`config.mk`:
```
export PLATFORM = sky130hd
export DESIGN_NAME = seq_detector_mealy_param
export DESIGN_NICKNAME = d
export VERILOG_FILES = /design/src/rtl/seq_det_pkg.sv /design/src/rtl/seq_det_next_state.sv /design/src/rtl/seq_detector_mealy_param.sv
export SDC_FILE = /design/constraint.sdc
export NUM_CORES = 1
export LEC_CHECK = 0
export BUFFER_PORTS_ARGS = -buffer_cell sky130_fd_sc_hd__buf_4
export CAP_MARGIN = 30
export CORE_UTILIZATION = 30
export CTS_CLUSTER_DIAMETER = 80
export DETAILED_ROUTE_END_ITERATION = 8
export PLACE_DENSITY = 0.51
export SETUP_SLACK_MARGIN = 0.5
export SKIP_CTS_REPAIR_TIMING = 1
export SYNTH_ARGS = -nofsm -noshare
export SYNTH_HDL_FRONTEND = slang
export SYNTH_SLANG_ARGS = --single-unit
```
`constraint.sdc`:
```
create_clock -name clk -period 4.6 [get_ports clk]
set_input_delay 0.23 -clock clk [delete_from_list [all_inputs] [get_ports clk]]
set_output_delay 0.23 -clock clk [all_outputs]
set_load 0.005 [all_outputs]
```
`src/rtl/seq_det_pkg.sv`:
```
// Shared widths and mode encoding for the parametrised Mealy pattern detector.
package seq_det_pkg;

   typedef enum logic {
      MODE_NONOVERLAP = 1'b0,
      MODE_OVERLAP    = 1'b1
   } mode_e;

   // A state value ranges 0..len-1, so PATTERN_W-1 is the largest one needed.
   function automatic int state_w(input int pattern_w);
      return (pattern_w < 2) ? 1 : $clog2(pattern_w);
   endfunction

   function automatic int len_w(input int pattern_w);
      return $clog2(pattern_w + 1);
   endfunction

   function automatic int cnt_w(input int cnt_bits);
      return (cnt_bits < 1) ? 1 : cnt_bits;
   endfunction

endpackage

```
`src/rtl/seq_det_next_state.sv`:
```
// Combinational next-state and match logic: per-length prefix/suffix compare plus priority select.
module seq_det_next_state
   import seq_det_pkg::*;
#(
   parameter int PATTERN_W = 8,
   localparam int LEN_W    = len_w(PATTERN_W),
   localparam int STATE_W  = state_w(PATTERN_W)
) (
   input  logic [PATTERN_W-2:0] history,
   input  logic                 x,
   input  logic [PATTERN_W-1:0] pattern,
   input  logic [LEN_W-1:0]     len,
   input  logic [STATE_W-1:0]   state,
   input  mode_e                mode,
   output logic [STATE_W-1:0]   state_next,
   output logic                 hit
);

   logic [PATTERN_W-1:0] recent;
   logic [PATTERN_W-1:0] cand;
   logic [STATE_W:0]     state_plus1;

   assign recent      = {history, x};
   assign state_plus1 = {1'b0, state} + (STATE_W+1)'(1);
   assign cand[0]     = 1'b0;

   // A prefix can grow by at most one bit per accepted bit; bounding k by state+1 also
   // keeps the zeroed history left behind by a clear from faking a prefix match.
   genvar gi;
   generate
      for (gi = 1; gi < PATTERN_W; gi++) begin : g_cmp
         localparam logic [PATTERN_W-1:0] LOW_MASK = PATTERN_W'((1 << gi) - 1);
         logic [LEN_W-1:0]     shift_amt;
         logic [PATTERN_W-1:0] diff;
         assign shift_amt = len - LEN_W'(gi);
         assign diff      = (((recent & LOW_MASK) << shift_amt) ^ pattern) & (LOW_MASK << shift_amt);
         assign cand[gi]  = (LEN_W'(gi) < len) && ((STATE_W+1)'(gi) <= state_plus1) && (diff == '0);
      end
   endgenerate

   assign hit = (LEN_W'(state) == len - LEN_W'(1)) && (x == pattern[0]);

   always_comb begin
      state_next = '0;
      for (int k = 1; k < PATTERN_W; k++) begin
         if (cand[k]) state_next = STATE_W'(k);
      end
      if (hit && mode == MODE_NONOVERLAP) state_next = '0;
   end

endmodule

```
`src/rtl/seq_detector_mealy_param.sv`:
```
// Runtime-programmable Mealy serial-pattern detector with saturating match counter.
module seq_detector_mealy_param
   import seq_det_pkg::*;
#(
   parameter int                   PATTERN_W       = 8,
   parameter logic [PATTERN_W-1:0] PATTERN_DEFAULT = PATTERN_W'('b00001011),
   parameter int                   LEN_DEFAULT     = 4,
   parameter logic                 OVERLAP_DEFAULT = 1'b1,
   parameter int                   CNT_W           = 16,
   localparam int                  LEN_W           = len_w(PATTERN_W),
   localparam int                  STATE_W         = state_w(PATTERN_W),
   localparam int                  CW              = cnt_w(CNT_W)
) (
   input  logic                 clk,
   input  logic                 reset,
   input  logic                 in_valid,
   input  logic                 x,
   input  logic                 cfg_load,
   input  logic [PATTERN_W-1:0] cfg_pattern,
   input  logic [LEN_W-1:0]     cfg_len,
   input  logic                 cfg_overlap,
   output logic                 z,
   output logic [CW-1:0]        match_cnt,
   output logic [STATE_W-1:0]   state_o
);

   logic [PATTERN_W-1:0] pattern_reg;
   logic [LEN_W-1:0]     len_reg;
   mode_e                mode_reg;
   logic [STATE_W-1:0]   state_reg;
   logic [PATTERN_W-2:0] history_reg;
   logic [CW-1:0]        cnt_reg;

   logic [STATE_W-1:0]   state_next;
   logic [PATTERN_W-1:0] recent;
   logic [LEN_W-1:0]     len_clamped;
   logic                 hit;
   logic                 accepted;

   assign accepted = in_valid & ~cfg_load & ~reset;
   assign recent   = {history_reg, x};
   assign z        = accepted & hit;

   assign match_cnt = cnt_reg;
   assign state_o   = state_reg;

   always_comb begin
      len_clamped = cfg_len;
      if (cfg_len == '0 || cfg_len > LEN_W'(PATTERN_W)) len_clamped = LEN_W'(PATTERN_W);
   end

   seq_det_next_state #(
      .PATTERN_W (PATTERN_W)
   ) u_next_state (
      .history    (history_reg),
      .x          (x),
      .pattern    (pattern_reg),
      .len        (len_reg),
      .state      (state_reg),
      .mode       (mode_reg),
      .state_next (state_next),
      .hit        (hit)
   );

   always_ff @(posedge clk) begin
      if (reset) begin
         pattern_reg <= PATTERN_DEFAULT;
         len_reg     <= LEN_W'(LEN_DEFAULT);
         mode_reg    <= mode_e'(OVERLAP_DEFAULT);
         state_reg   <= '0;
         history_reg <= '0;
         cnt_reg     <= '0;
      end else if (cfg_load) begin
         pattern_reg <= cfg_pattern;
         len_reg     <= len_clamped;
         mode_reg    <= mode_e'(cfg_overlap);
         state_reg   <= '0;
         history_reg <= '0;
      end else if (accepted) begin
         state_reg   <= state_next;
         history_reg <= recent[PATTERN_W-2:0];
         if (z && cnt_reg != '1) cnt_reg <= cnt_reg + CW'(1);
      end
   end

endmodule

```
==> results of run 1 <==
[worst max-delay path, delay by kind of cell, from the launching register on]
kind | cells | cell delay (ns)
flip-flops | 1 | 0.33
multiplexers | 1 | 0.17
adder cells (fa/ha/maj) | 2 | 0.95
buffers and inverters | 3 | 0.67
AO/OA/AOI/OAI | 6 | 1.41
[metrics by stage]
| step | power, mW | util | instances | setup WS [ns] | area (sq um) |
|---|---|---|---|---|---|
| floorplan | 0.565 | - | 535 | 1.26 | 4250 |
| global placement | 0.626 | 0.332 | 715 | 0.860 | 4590 |
| detailed placement | 0.630 | 0.332 | 715 | 0.851 | 4590 |
| CTS | 0.992 | 0.343 | 723 | 0.826 | 4740 |
| global route | 1.03 | 0.343 | 723 | 0.539 | 4750 |
| finish | 0.984 | 0.343 | 723 | 0.938 | 4750 |
[kinds of logic (layout without fill, tap and decap cells)]
| logic type | count (synthesis) | count (layout) | share of synthesized area |
|---|---|---|---|
| xor+xnor | 67 | 67 | 0.138 |
| simple gates | 184 | 184 | 0.223 |
| buf+inv | 61 | 69 | 0.0628 |
| fa+ha+maj | 30 | 30 | 0.0884 |
| flops | 38 | 38 | 0.179 |
| mux | 42 | 42 | 0.118 |
| compound gates | 113 | 113 | 0.190 |
[cells in the final DEF (no fill, tap or decap), drive strengths merged, types with 9 or more instances in the layout]
cell	synthesis	layout
nand3	17	17
ha	30	30
nor3	12	12
mux2i	31	31
xnor2	33	33
dfxtp	38	38
o211ai	9	9
xor2	34	34
o21ai	15	15
nand2	35	35
a21oi	25	25
buf	19	42
nor2	55	55
inv	17	17
nor2b	12	12
[layer usage]
layer	routed length (um)	vias to the layer above
li1	-	1919
met1	5820	1889
met2	5800	108
met3	465	17
met4	193	0
met5	0	-
[worst max path at each step]
stage,start,endpoint,slack (ns),cells past startpoint
floorplan,len_reg[0],state_o[2],1.26,13
global placement,len_reg[1],state_o[0],0.86,12
detailed placement,len_reg[1],state_o[0],0.85,12
CTS,len_reg[1],state_o[0],0.83,12
global route,len_reg[1],state_o[0],0.54,12
finish,len_reg[1],state_o[0],0.94,12
[final cells by class]
type,count,area [sq um]
Clock inverter,2,12.5
Timing Repair Buffer,42,315
Fill cell,1433,9080
Clock buffer,6,139
Multi-Input combinational cell,436,3220
Tap cell,180,225
Inverter,19,71.3
Sequential cell,38,762
[power breakdown]
part	total (mW)	switching, mW	internal [mW]
sequential	0.366	0.0290	0.337
clock	0.357	0.142	0.215
combinational	0.261	0.148	0.113
==> flow_metrics.tcl, run 1 <==
set metrics [dict create \
    status "finished clean" \
    synth_area_per_cell_sq_um 7.94 \
    rows 43 \
    setup_viol 0 \
    synth_most_common_cell "nor2_1" \
    start_util 0.307 \
    fin_crit_ns 3.66 \
    netlist.area_leader.share 0.179 \
    grtUsageTotal 0.170 \
    die_area_sq_um 14600 \
    path_clk_slew_ns 0.06 \
    synth_nets 583 \
    port_buffers 37 \
    worstRegToRegCells 12 \
    wl_per_cell_um 17.0 \
    path_max_fanout 33 \
    ir_worst_vdd_uv 159 \
    ys_async_sr_fraction 0 \
    yosys_warnings 0 \
    nets 590 \
    cp_data_required_time_ns 4.75 \
    holdWs_ns 0.149 \
    hold_path.class "in -> reg" \
    grt_max_degree 60 \
    maxCapViolCount 0 \
    use_met1 0.232 \
    crit_path_cell_trace "buf_4 > ha_1 > inv_1 > ha_1 > inv_1 > mux2i_1 > o211ai_1 > o21ai_0 > a41oi_1 > o32ai_1 > a2111oi_0 > a211oi_1" \
    clockBufferDepth 2 \
    die_w_um 121 \
    core_area_sq_um 13800 \
    finClkSkew_ns 0.00590 \
    setup_tns_ns 0 \
    rsz0062_at_grt "false" \
    die_h_um 121 \
    critical_path.slowest_cell "ha_1" \
    start_kind "flip-flop" \
    via_per_inst 5.44 \
    grt.met3_usage 0.0183 \
    synth_seq_cells 38 \
    gp_congestion 0.835 \
    worstSetupPathType "reg -> reg" \
    synth_area_leader_cell "dfxtp_1" \
    grt_pass1_vias 3716 \
    dr.pass1.iters 5 \
    worstSetupEndpointType "flip-flop" \
    cts_tree "done" \
    cts_made_buffers 5 \
    antenna_found_initial 0 \
    min_from "cfg_overlap" \
    p_leak_nw 1.82 \
    synthTopCellsByCount "nor2_1 (55), dfxtp_1 (38), nand2_1 (35)" \
    hold_viol 0 \
    grt_pass1_wl_um 19700 \
    relSlewSlack 0.453 \
    ioPinCount 38 \
    reg2reg_from "len_reg[1]" \
    arrival_ns 3.81 \
    htreeDepth 2 \
    insertedDiodeCount 0 \
    first_iter_violations 293 \
    vias 3933 \
    cp_slowest_stage_delay_ns 0.61 \
    tightest_slew_ns 0.819 \
    dp_hpwl_um 8670 \
    ys_types 67 \
    rrSetupSlack_ns 0.94 \
    clk_latency_ns 0.28 \
    grt_busiest_layer "met2" \
    holdPathEnd "mode_reg" \
    ant_nets 0 \
    rr_endpoint "state_o[0]" \
    grt-ovfl-total 0 \
    largest_reg_flops 16 \
    p_per_area_nw_per_um2 207 \
    drive_gt1_frac 0.145 \
    drc 0 \
    synth_cells 535 \
    routed_wl_um 12300 \
    syn_to_final_growth_pct 11.8 \
    clock-sinks 38 \
    yosysSeqAreaShare 0.179 \
    min_path_cells 2 \
    synthFlopType "dfxtp_1" \
    slew_viol_final 0 \
    use_met2 0.283 \
    fmax_mhz 273 \
    synthesis.area_sq_um 4250 \
    period_share 0.796 \
    cts_root_buffer "clkbuf_16" \
    synth_enable_flop_cells 0 \
    synth_area_leaders "dfxtp_1 (18%), ha_1 (8.8%), mux2i_1 (7.1%), xor2_1 (7.0%), xnor2_1 (6.8%)" \
]
Note: power is estimated with default switching activity, not from simulation.
==> run 2, diff against run 1 <==
Settings changed: PLACE_DENSITY 0.51 to 0.53.
Clock period 4.6 ns to 3.09 ns, I/O delays scaled along.
==> run 2 against run 1 <==
Maximum frequency up 22%. Highest routed layer unchanged. Largest power group is now clock. Worst setup slack worse by 0.85 ns. Non-clock buffer count up 49. Combinational power up 92%. Register-to-register slack worse by 0.85 ns. Clock power up 85%. Cell area up 15%.
==> flow_metrics.tcl, run 2 (synthesis results as in run 1) <==
set metrics [dict create \
    hold_viol 0 \
    first_iter_violations 294 \
    clockBufferDepth 2 \
    p_per_area_nw_per_um2 310 \
    grt_max_degree 44 \
    fin_crit_ns 3.00 \
    p_int_mw 1.19 \
    final_util 0.394 \
    multi_input_area_sq_um 3470 \
    antenna_found_initial 1 \
    rsz0062_at_grt "true" \
    die_area_sq_um 14600 \
    die_h_um 121 \
    tightest_slew_ns 0.709 \
    worstSetupEndpointType "flip-flop" \
    grt_pass1_wl_um 20800 \
    start_kind "flip-flop" \
    dp_hpwl_um 9620 \
    die_w_um 121 \
    maxCapViolCount 0 \
    ioPinCount 38 \
    ir_worst_vdd_uv 257 \
    core_area_sq_um 13800 \
    switching_share 0.299 \
    syn_to_final_growth_pct 28.5 \
    rows 43 \
    mostFrequentLayoutCells "buf_4 (86), nor2_1 (51), dfxtp_1 (35)" \
    slew_viol_final 0 \
    path_clk_slew_ns 0.06 \
    clock-sinks 38 \
    pwr-share-seq 0.314 \
    ant_nets 0 \
    finClkSkew_ns 0.00301 \
    min_from "cfg_pattern[3]" \
    mostFrequentLayoutCell "buf_4" \
    reg2reg_from "len_reg[1]" \
    vias 4180 \
    grtUsageTotal 0.180 \
    clk_latency_ns 0.28 \
    nets 639 \
    clkPwrFrac 0.391 \
    path_max_fanout 7 \
    cp_data_required_time_ns 3.27 \
    cts_root_buffer "clkbuf_16" \
    seq_area_sq_um 769 \
    status "finished clean" \
    insertedDiodeCount 0 \
    start_util 0.307 \
    grt-ovfl-total 0 \
    fmax_mhz 333 \
    drive_gt1_frac 0.279 \
    gp_congestion 0.886 \
    wl_per_cell_um 17.2 \
    htreeDepth 2 \
    relSlewSlack 0.526 \
    critPathLaunch "len_reg[1]" \
    routed_wl_um 13300 \
    cts_tree "done" \
    cts_made_buffers 5 \
    holdWs_ns 0.0775 \
    grt_pass1_vias 3876 \
    p_comb_frac 0.295 \
    setup_viol 0 \
    period_share 0.971 \
    finalPower_mw 1.69 \
    setup_tns_ns 0 \
    p_leak_nw 2.16 \
    arrival_ns 3.18 \
    nFillCells 1394 \
    dr.pass1.iters 6 \
    worstSetupPathType "reg -> reg" \
    largest_reg_flops 16 \
    via_per_inst 5.41 \
    port_buffers 37 \
    p_sw_uw 507 \
    hold_path.class "in -> reg" \
    drc 0 \
]
-- run 2: cell count changes in the layout (fill, tap and decap cells not counted), sizes merged --
| cell | before | now |
|---|---|---|
| buf | 42 | 91 |
| bufinv | 0 | 1 |
| clkbuf | 6 | 7 |
| clkinv | 3 | 2 |
| inv | 17 | 16 |
-- run 2: layout make-up --
type                            instances  area share
Clock buffer                            7      0.0301
Clock inverter                          1     0.00551
Inverter                               19      0.0149
Multi-Input combinational cell        436       0.636
Sequential cell                        38       0.141
Tap cell                              180      0.0413
Timing Repair Buffer                   91       0.131
-- run 2: worst max-delay path, cell delays in order, from the launching register on --
cell and delay, ns:
dfxtp_4 0.38, clkinvlp_4 0.16, ha_4 0.36, mux2_4 0.34, a22o_4 0.26, xnor2_2 0.14
o211ai_1 0.19, o311a_1 0.24, a211oi_4 0.06, or4b_4 0.54, a32o_1 0.21
-- run 2: final timing paths --
path	slack (ns)	depth (start not counted)	end
hold / removal	0.08	2	pattern_reg[3]
hold reg to reg	0.50	2	match_cnt[1]
setup reg to reg	0.09	10	state_o[2]
setup / recovery	0.09	10	state_o[2]
-- run 2: power by group through the flow --
stage | Clock [mW] | Combinational, mW | Sequential [mW]
global route | 0.691 | 0.540 | 0.532
finish | 0.662 | 0.500 | 0.531
detailed placement | 0 | 0.451 | 0.541
CTS | 0.679 | 0.453 | 0.529
floorplan | 0 | 0.336 | 0.521
global placement | 0 | 0.449 | 0.540
-- run 2: per-layer routing --
| layer | vias up | global-route usage | part of all wire |
|---|---|---|---|
| met5 | - | 0 | 0 |
| met4 | 0 | 0.0463 | 0.011 |
| met3 | 12 | 0.0263 | 0.049 |
| met2 | 100 | 0.295 | 0.47 |
| met1 | 2045 | 0.245 | 0.47 |
| li1 | 2023 | - | - |
-- run 2: per-stage QoR --
stage | worst slack, ns | area (sq um) | cells
after floorplan | 0.109 | 4360 | 535
after global placement | 0.0813 | 4930 | 745
after detailed placement | 0.0311 | 4930 | 745
after CTS | 0.0150 | 5120 | 753
after global routing | -0.00544 | 5450 | 772
final | 0.0899 | 5450 | 772
==> run 3, diff against run 2 <==
Settings changed: PLACE_DENSITY 0.53 to 0.52, SYNTH_HIERARCHICAL set to 1.
==> run 3 against run 2 <==
Sequential power about the same. Synthesized area up 3.7%. Wire length up 7.2%. Critical path depth up 1. Critical endpoint is now match_cnt[11].
==> flow_metrics.tcl, run 3 <==
set metrics [dict create \
    nFillCells 1488 \
    dp_cells 764 \
    cts_made_buffers 5 \
    synth_area_per_cell_sq_um 7.85 \
    ioPinCount 38 \
    p_per_area_nw_per_um2 283 \
    synthesis.area_sq_um 4400 \
    mostFrequentLayoutCell "buf_4" \
    cts_root_buffer "clkbuf_16" \
    port_buffers 37 \
    routed_wl_um 14200 \
    wl_per_cell_um 18.0 \
    ant_nets 0 \
    insertedDiodeCount 0 \
    syn_to_final_growth_pct 23.4 \
    start_kind "flip-flop" \
    clock-sinks 38 \
    htreeDepth 2 \
    mostFrequentLayoutCells "buf_4 (75), nand2_1 (53), nor2_1 (37)" \
    largest_reg_flops 16 \
    grt_max_degree 42 \
    p_leak_nw 2.04 \
    fin_crit_ns 2.84 \
    status "finished clean" \
    drive_gt1_frac 0.245 \
    setup_viol 0 \
    final_cell_area_sq_um 5430 \
    ir_worst_vdd_uv 254 \
    arrival_ns 3.06 \
    final_cells 789 \
    die_w_um 123 \
    relSlewSlack 0.478 \
    maxCapViolCount 0 \
    die_area_sq_um 15200 \
    final_util 0.385 \
    first_iter_violations 295 \
    grt-ovfl-total 0 \
    tightest_slew_ns 0.778 \
    worstSetupEndpointType "flip-flop" \
    path_clk_slew_ns 0.06 \
    rows 43 \
    path_max_fanout 5 \
    via_per_inst 5.61 \
    yosys_warnings 6 \
    place_area_sq_um 4990 \
    hold_viol 0 \
    clockBufferDepth 2 \
    dr.pass1.iters 6 \
    period_share 0.920 \
    cts_tree "done" \
    holdWs_ns 0.0895 \
    dp_hpwl_um 10500 \
    die_h_um 123 \
    finClkSkew_ns 0.00315 \
    drc 0 \
    hold_path.class "in -> reg" \
    antenna_found_initial 0 \
    core_area_sq_um 14100 \
    fmax_mhz 352 \
    grt_pass1_wl_um 22200 \
    cp_data_required_time_ns 3.31 \
    slew_viol_final 0 \
    vias 4429 \
    synth_cells 561 \
    gp_congestion 0.888 \
    synth_nets 612 \
    grt_pass1_vias 4057 \
    nets 659 \
    rsz0062_at_grt "true" \
    start_util 0.312 \
    worstSetupPathType "reg -> reg" \
    grtUsageTotal 0.187 \
    clk_latency_ns 0.28 \
]
-- run 3: cell count changes in the layout (fill, tap and decap cells not counted), sizes merged, moves of 9 or more --
cell and delta:
a21oi +12, buf -10, nand2 +18, nor2 -18, o21ai +11, xor2 -9
-- run 3: layer usage --
layer / vias to the layer above / global-route usage / part of all wire
met1: 2117 / 0.255 / 0.45
met4: 0 / 0.0452 / 0.019
met2: 142 / 0.309 / 0.47
met5: - / 0 / 0
met3: 26 / 0.0277 / 0.055
li1: 2144 / - / -
-- run 3: layout make-up --
class	count	area [sq um]	area share
multi-input cells	462	3540	0.651
flip-flops and latches	38	769	0.142
repair buffers	81	656	0.121
well taps	180	225	0.0415
clock buffers	6	139	0.0256
inverters	20	93.8	0.0173
clock inverters	2	12.5	0.00230
-- run 3: final timing paths --
path	endpoint	cells after the start	from	slack, ns
worst max-delay path	match_cnt[11]	11	len_reg[0]	0.25
worst min-delay path	pattern_reg[3]	3	cfg_pattern[3]	0.09
worst max register to register	match_cnt[11]	11	len_reg[0]	0.25
worst min register to register	mode_reg	2	mode_reg	0.50
-- run 3: worst max-delay path, stage by stage, from the launching register on --
cell       delay, ns
dfxtp_4         0.40
inv_8           0.04
buf_8           0.11
ha_4            0.27
xnor2_2         0.14
nor4_2          0.22
nand2_1         0.13
inv_2           0.09
nand4bb_4       0.14
or4_4           0.58
or4_4           0.50
a21oi_2         0.14
-- run 3: power by group --
part | internal (mW) | switching [mW]
combinational | 0.215 | 0.269
sequential | 0.501 | 0.0336
clock | 0.319 | 0.200
-- run 3: metrics by stage --
| step | power, mW | TNS [ns] | setup WS (ns) |
|---|---|---|---|
| finish | 1.54 | 0 | 0.247 |
| global route | 1.61 | 0 | 0.148 |
| CTS | 1.51 | 0 | 0.0205 |
| detailed placement | 0.984 | 0 | 0.0430 |
| global placement | 0.983 | 0 | 0.107 |
| floorplan | 0.861 | -0.0308 | -0.0308 |
